--- src/rtl/spi_tx_arbiter.sv ---
`default_nettype none
// ============================================================================
// Module   : spi_tx_arbiter
// Purpose  : Round-robin arbiter that lets NREQ internal byte producers share
//            one SPIGate read address. Each grant presents two bytes to the
//            host on txd: a header (0x80 | channel id), then the data byte
//            latched at grant time. Host writes to the same address control
//            enable (bit 0) and abort (bit 1).
// Ports    : clk, rst      - clock, asynchronous active-high reset
//            address       - bus address this block answers on
//            addr          - current SPIGate address
//            rxd, rxe      - host write data / one-cycle write strobe
//            txe           - one-cycle strobe: gate captured txd
//            txd           - registered byte to host, 0x00 when not addressed
//            req, data     - per-channel request level / byte (8*i+7:8*i)
//            ack           - one-cycle pulse when a channel's byte delivered
//            busy          - high while a grant is in HDR or DAT
// Options  : SPI_TX_ARBITER_MASK_EN - adds an NREQ-bit channel mask register
//            at address+1 (reset all-ones, readable, writable).
// Revision : 1.0 - initial release
// ============================================================================
module spi_tx_arbiter #(
  parameter int NREQ = 4
) (
  input  logic              clk,
  input  logic              rst,
  input  logic [7:0]        address,
  input  logic [7:0]        addr,
  input  logic [7:0]        rxd,
  input  logic              rxe,
  input  logic              txe,
  output logic [7:0]        txd,
  input  logic [NREQ-1:0]   req,
  input  logic [8*NREQ-1:0] data,
  output logic [NREQ-1:0]   ack,
  output logic              busy
);

  localparam int IDW = (NREQ > 1) ? $clog2(NREQ) : 1;

  localparam logic [1:0] S_IDLE = 2'd0;
  localparam logic [1:0] S_HDR  = 2'd1;
  localparam logic [1:0] S_DAT  = 2'd2;

  logic [1:0]      r_state;
  logic [IDW-1:0]  r_rr_ptr;
  logic            r_en;
  logic [IDW-1:0]  r_id;
  logic [7:0]      r_byte;
  logic [7:0]      r_txd;
  logic [NREQ-1:0] r_ack;

  logic            w_hit;
  logic            w_ctrl_wr;
  logic            w_abort;
  logic            w_en_eff;
  logic            w_take;
  logic [NREQ-1:0] w_elig;
  logic            w_found;
  logic [IDW-1:0]  w_pick;
  logic [7:0]      w_cur;
  logic [7:0]      w_other_rd;
  logic [IDW-1:0]  w_next_ptr;
  logic [NREQ-1:0] w_ack_vec;
  logic [15:0]     w_rxd_ext;
  logic            w_unused;

  assign w_hit     = (addr == address);
  assign w_ctrl_wr = rxe & w_hit;
  assign w_abort   = w_ctrl_wr & rxd[1];
  // A same-cycle control write overrides the stored enable, so an en=0
  // write suppresses a grant being evaluated in that very cycle.
  assign w_en_eff  = w_ctrl_wr ? rxd[0] : r_en;
  assign w_take    = txe & w_hit;
  assign w_rxd_ext = {8'h00, rxd};

`ifdef SPI_TX_ARBITER_MASK_EN
  logic [NREQ-1:0] r_mask;
  logic            w_mhit;
  logic [15:0]     w_mask_ext;

  // address+1 wraps at 256 because the sum stays 8 bits wide.
  assign w_mhit     = (addr == 8'(address + 8'd1));
  assign w_mask_ext = 16'(r_mask);
  assign w_elig     = req & r_mask;
  assign w_other_rd = w_mhit ? w_mask_ext[7:0] : 8'h00;
  assign w_unused   = &{1'b0, w_rxd_ext[15:8], w_mask_ext[15:8]};

  always_ff @(posedge clk or posedge rst) begin
    if (rst) begin
      r_mask <= '1;
    end else if (rxe && w_mhit) begin
      r_mask <= w_rxd_ext[NREQ-1:0];
    end
  end
`else
  assign w_elig     = req;
  assign w_other_rd = 8'h00;
  assign w_unused   = &{1'b0, w_rxd_ext};
`endif

  // First eligible channel at or after r_rr_ptr, wrapping modulo NREQ.
  // The sum is one bit wider than an id so 2*NREQ-2 never overflows.
  always_comb begin
    logic [IDW:0] w_sum;
    w_found = 1'b0;
    w_pick  = '0;
    w_sum   = '0;
    for (int k = 0; k < NREQ; k++) begin
      w_sum = {1'b0, r_rr_ptr} + (IDW+1)'(k);
      if (w_sum >= (IDW+1)'(NREQ)) begin
        w_sum = w_sum - (IDW+1)'(NREQ);
      end
      if (!w_found && w_elig[w_sum[IDW-1:0]]) begin
        w_found = 1'b1;
        w_pick  = w_sum[IDW-1:0];
      end
    end
  end

  always_comb begin
    w_cur = 8'h00;
    case (r_state)
      S_HDR:   w_cur = {1'b1, 7'(r_id)};
      S_DAT:   w_cur = r_byte;
      default: w_cur = 8'h00;
    endcase
  end

  assign w_next_ptr = (r_id == IDW'(NREQ - 1)) ? '0 : r_id + IDW'(1);
  assign w_ack_vec  = NREQ'(1) << r_id;

  always_ff @(posedge clk or posedge rst) begin
    if (rst) begin
      r_state  <= S_IDLE;
      r_rr_ptr <= '0;
      r_en     <= 1'b1;
      r_id     <= '0;
      r_byte   <= 8'h00;
      r_txd    <= 8'h00;
      r_ack    <= '0;
    end else begin
      r_ack <= '0;
      r_txd <= w_hit ? w_cur : w_other_rd;

      if (w_ctrl_wr) begin
        r_en <= rxd[0];
      end

      case (r_state)
        S_IDLE: begin
          if (!w_abort && w_en_eff && w_found) begin
            r_id    <= w_pick;
            r_byte  <= data[{w_pick, 3'b000} +: 8];
            r_state <= S_HDR;
          end
        end
        S_HDR: begin
          if (w_abort) begin
            r_state <= S_IDLE;
          end else if (w_take) begin
            r_state <= S_DAT;
          end
        end
        S_DAT: begin
          // Abort beats a same-cycle delivery: no ACK, pointer untouched.
          if (w_abort) begin
            r_state <= S_IDLE;
          end else if (w_take) begin
            r_ack    <= w_ack_vec;
            r_rr_ptr <= w_next_ptr;
            r_state  <= S_IDLE;
          end
        end
        default: r_state <= S_IDLE;
      endcase
    end
  end

  assign txd  = r_txd;
  assign ack  = r_ack;
  assign busy = (r_state != S_IDLE);

endmodule
`default_nettype wire

--- config.mk ---
export PLATFORM = sky130hd
export DESIGN_NAME = spi_tx_arbiter
export DESIGN_NICKNAME = d
export VERILOG_FILES = /design/src/rtl/spi_tx_arbiter.sv
export SDC_FILE = /design/constraint.sdc
export NUM_CORES = 1
export LEC_CHECK = 0
export ABC_AREA = 0
export ABC_CLOCK_PERIOD_IN_PS = 4080
export CORE_MARGIN = 2
export CORE_UTILIZATION = 44
export DETAILED_ROUTE_END_ITERATION = 16
export PLACE_DENSITY = 0.9
export SLEW_MARGIN = 20
export SYNTH_ARGS = -nofsm -noshare
export SYNTH_HDL_FRONTEND = slang
export SYNTH_SLANG_ARGS = --single-unit
--- constraint.sdc ---
create_clock -name clk -period 4.08 [get_ports clk]
set_input_delay 0.816 -clock clk [delete_from_list [all_inputs] [get_ports clk]]
set_output_delay 0.816 -clock clk [all_outputs]
set_load 0.01 [all_outputs]
==> metrics.yaml <==
floorplan:
  row_count: 21
  start_util_pct: 46.74
  core_sq_mm: 0.003416
  die_area_sq_mm: 0.004126
  die_height_um: 64.24
  die_x_um: 64.24
  pin_count: 77
sta:
  fin_crit_sh_pct: 70.14
  whs_ps: 519.5
  slew_headroom_pct: 38.59
  final.setup.tns_ps: 0
  skew_ps: 3.861
  slew_viol_final: 0
  worst_pin_slew_ps: 915.5
  setup_viol: 0
  fin_crit_ps: 2862
  max_freq_mhz: 349.4
  setup_ws_ps: 1218
  hold_viol: 0
  rsz0062_at_grt: "false"
route:
  num_vias: 1297
  route.antenna.remaining_nets: 0
  dr.pass1.iters: 4
  drt-initial-drc-count: 28
  drc_errors: 0
  routed_wl_um: 3232
  via_per_inst: 4.988
  wl_per_cell_um: 12.43
pwr:
  p_switching_uw: 247.1
  comb_power_share_pct: 38.2
  p_leak_nw: 1.124
  p_int_uw: 531.4
  ir_worst_vdd_mv: 0.1501
  powerDensity_mw_per_mm2: 326.6
  switching_share_pct: 31.74
  clockPowerShare_pct: 15.3
  seq_power_share_pct: 46.5
logic_synthesis:
  yosysSeqAreaShare_pct: 42.40
  ys_seq_elements: 27
  yosys_warnings: 0
  synth_nets: 214
  synth_cells: 143
  synth_area_per_cell_sq_um: 11.16
  synth_top_area_cell: "dfrtp_1"
  syn_area_sq_mm: 0.001597
  yosys.area.top_type_share_pct: 40.75
  synth_area_leaders: "dfrtp_1, mux2i_1, mux2_2, ha_1, xor2_1"
  ys_types: 31
place:
  routabilityCongestion: 0.8011
  place_ws_ps: 836.6
  port_buffers: 70
  dp_hpwl_um: 2601
  placedCellCount: 256
clock_tree:
  clockBufferDepth: 2
  htreeDepth: 1
  cts_made_buffers: 3
  post_cts_buffers: 0
  clock_latency_ps: 330
  cts_tree: "done"
  path_clk_slew_ps: 140
  root_buffer: "clkbuf_4"
  cts.repair.resized: 0
  clkSinkCount: 27
  holdBufCountCts: 0
finish:
  finish.utilization_pct: 69.78
  diodes: 0
  nNetsFinal: 286
  syn2layout_area_growth_pct: 49.29
  fin_cells: 260
  drive_gt1_share_pct: 11.21
global_routing:
  overflow: 0
  grt_pass1_wl_um: 5526
  grt_max_degree: 28
  grt_pass1_vias: 1321
  grt_usage_pct: 16.98
  antenna_found_initial: 0
worst_setup_path:
  timing.rr.start: "r_rr_ptr[1]"
  rrSetupSlack_ps: 2010
  worstSetupPathType: "in2reg"
  cp-start-kind: "input pin"
  r2r_end: "r_byte[6]"
  critPathMaxFanout: 10
  rr_worst_depth: 5
  crit_required_ps: 4320
  end_kind: "flop"
  arrival_ps: 3100
hold_path:
  holdCritPathClass: "reg2reg"
  whs_endpoint: "txd[5]"
  hold_start: "r_byte[5]"
  hold_depth: 1
outcome:
  status: "finished, final reports clean"
flow_run:
  drv_cap: 0
[worst max-delay path: stages]
cell	delay (ps)
clkdlybuf4s50_1	420
xor2_1	170
nor4_1	390
and4_2	320
mux2i_1	160
nor3_4	440
mux2_2	390
[cells in the final DEF, fill, tap and decap left out]
cell type         n
nor4_4            1
a211oi_1          1
a21o_1            1
nand2b_1          1
o22a_1            1
nand2_1           4
nor3_1            2
and2_1            5
o22ai_1           1
clkdlybuf4s50_1  70
clkinv_1          1
nor2b_1           1
and2b_1           1
a21oi_1           4
nor3_4            1
clkbuf_4          3
clkinvlp_4        1
dfstp_2           1
nor2_1            9
a31oi_1           1
and3_1            5
dfrtp_1          26
and3_2            1
mux2_2           12
and4_2            1
o21ai_0           1
ha_1              7
and4_1            1
buf_4             2
a22oi_1           2
o22ai_2           1
nor4_1            2
mux2i_1          27
xor2_1            8
inv_1             8
[power by group through the flow]
stage / clock network, mW / registers (mW) / logic, mW
2_1_floorplan: 0 / 0.357 / 0.192
3_3_place_gp: 0 / 0.367 / 0.290
3_5_place_dp: 0 / 0.369 / 0.300
4_1_cts: 0.122 / 0.363 / 0.301
5_1_grt: 0.133 / 0.371 / 0.337
6_report: 0.119 / 0.362 / 0.297
[per-layer routing]
metal  vias to the layer above  track usage (%)  share of wire, %
met4                         0            7.447               1.8
met1                       590            20.81                43
met3                         5            2.641               9.6
li1                        639                -                 -
met2                        63            29.43                45
met5                         -                0                 0
[metrics by stage]
stage | instance area [sq um] | total power, mW
after floorplan | 1597 | 0.5498
after global placement | 2354 | 0.6566
after detailed placement | 2354 | 0.6687
after CTS | 2384 | 0.7854
after global routing | 2384 | 0.8404
final | 2384 | 0.7785
[state kept, by name, indices dropped and copies added, names as in the netlist]
| signal | count |
|---|---|
| ack | 4 |
| r_byte | 8 |
| r_en | 1 |
| r_id | 2 |
| r_rr_ptr | 2 |
| r_state | 2 |
| txd | 8 |
[cell families after synthesis]
logic type               count (synthesis)  share of synthesized area [%]
adder cells (fa/ha/maj)                  7                          5.486
XOR/XNOR                                 8                          4.389
AND/OR/NAND/NOR                         35                          13.64
flip-flops                              27                          42.40
AO/OA/AOI/OAI                           13                          5.172
buffers and inverters                   14                          3.526
multiplexers                            39                          25.39
[worst max-delay path by stage]
stage          startpoint         to  slack (ps)  cells past startpoint
6_report       address[6]  r_byte[1]        1220                      7
5_1_grt        address[6]  r_byte[5]        1020                      7
4_1_cts        address[6]  r_byte[1]        1200                      7
3_5_place_dp   address[6]  r_byte[5]         840                      7
3_3_place_gp   address[6]  r_byte[7]         920                      7
2_1_floorplan  address[6]  r_byte[0]        1620                      6
[layout make-up]
cell class                      instances  area (sq um)
Timing Repair Buffer                   72         715.7
Tap cell                               46         57.56
Multi-Input combinational cell        102         869.6
Clock inverter                          1         7.507
Fill cell                             279          1032
Clock buffer                            3         22.52
Sequential cell                        27         676.9
Inverter                                9         33.78
[cell usage after synthesis]
cell type,number
nor3_1,2
inv_1,9
and4_1,1
a31oi_1,1
nor2b_1,1
o22ai_1,2
nor4_1,2
and2_1,5
a22oi_1,2
nand2b_1,1
dfstp_2,1
xor2_1,8
nor4_4,1
and3_2,1
o22a_1,1
buf_2,3
nor3_4,1
mux2i_1,27
a21o_1,1
ha_1,7
nand2_1,4
and2b_1,1
mux2_2,12
and4_2,1
a21oi_1,4
o21ai_0,1
a211oi_1,1
clkbuf_1,2
dfrtp_1,26
nor2_1,9
and3_1,5
Power figures use the tool's default switching activity.
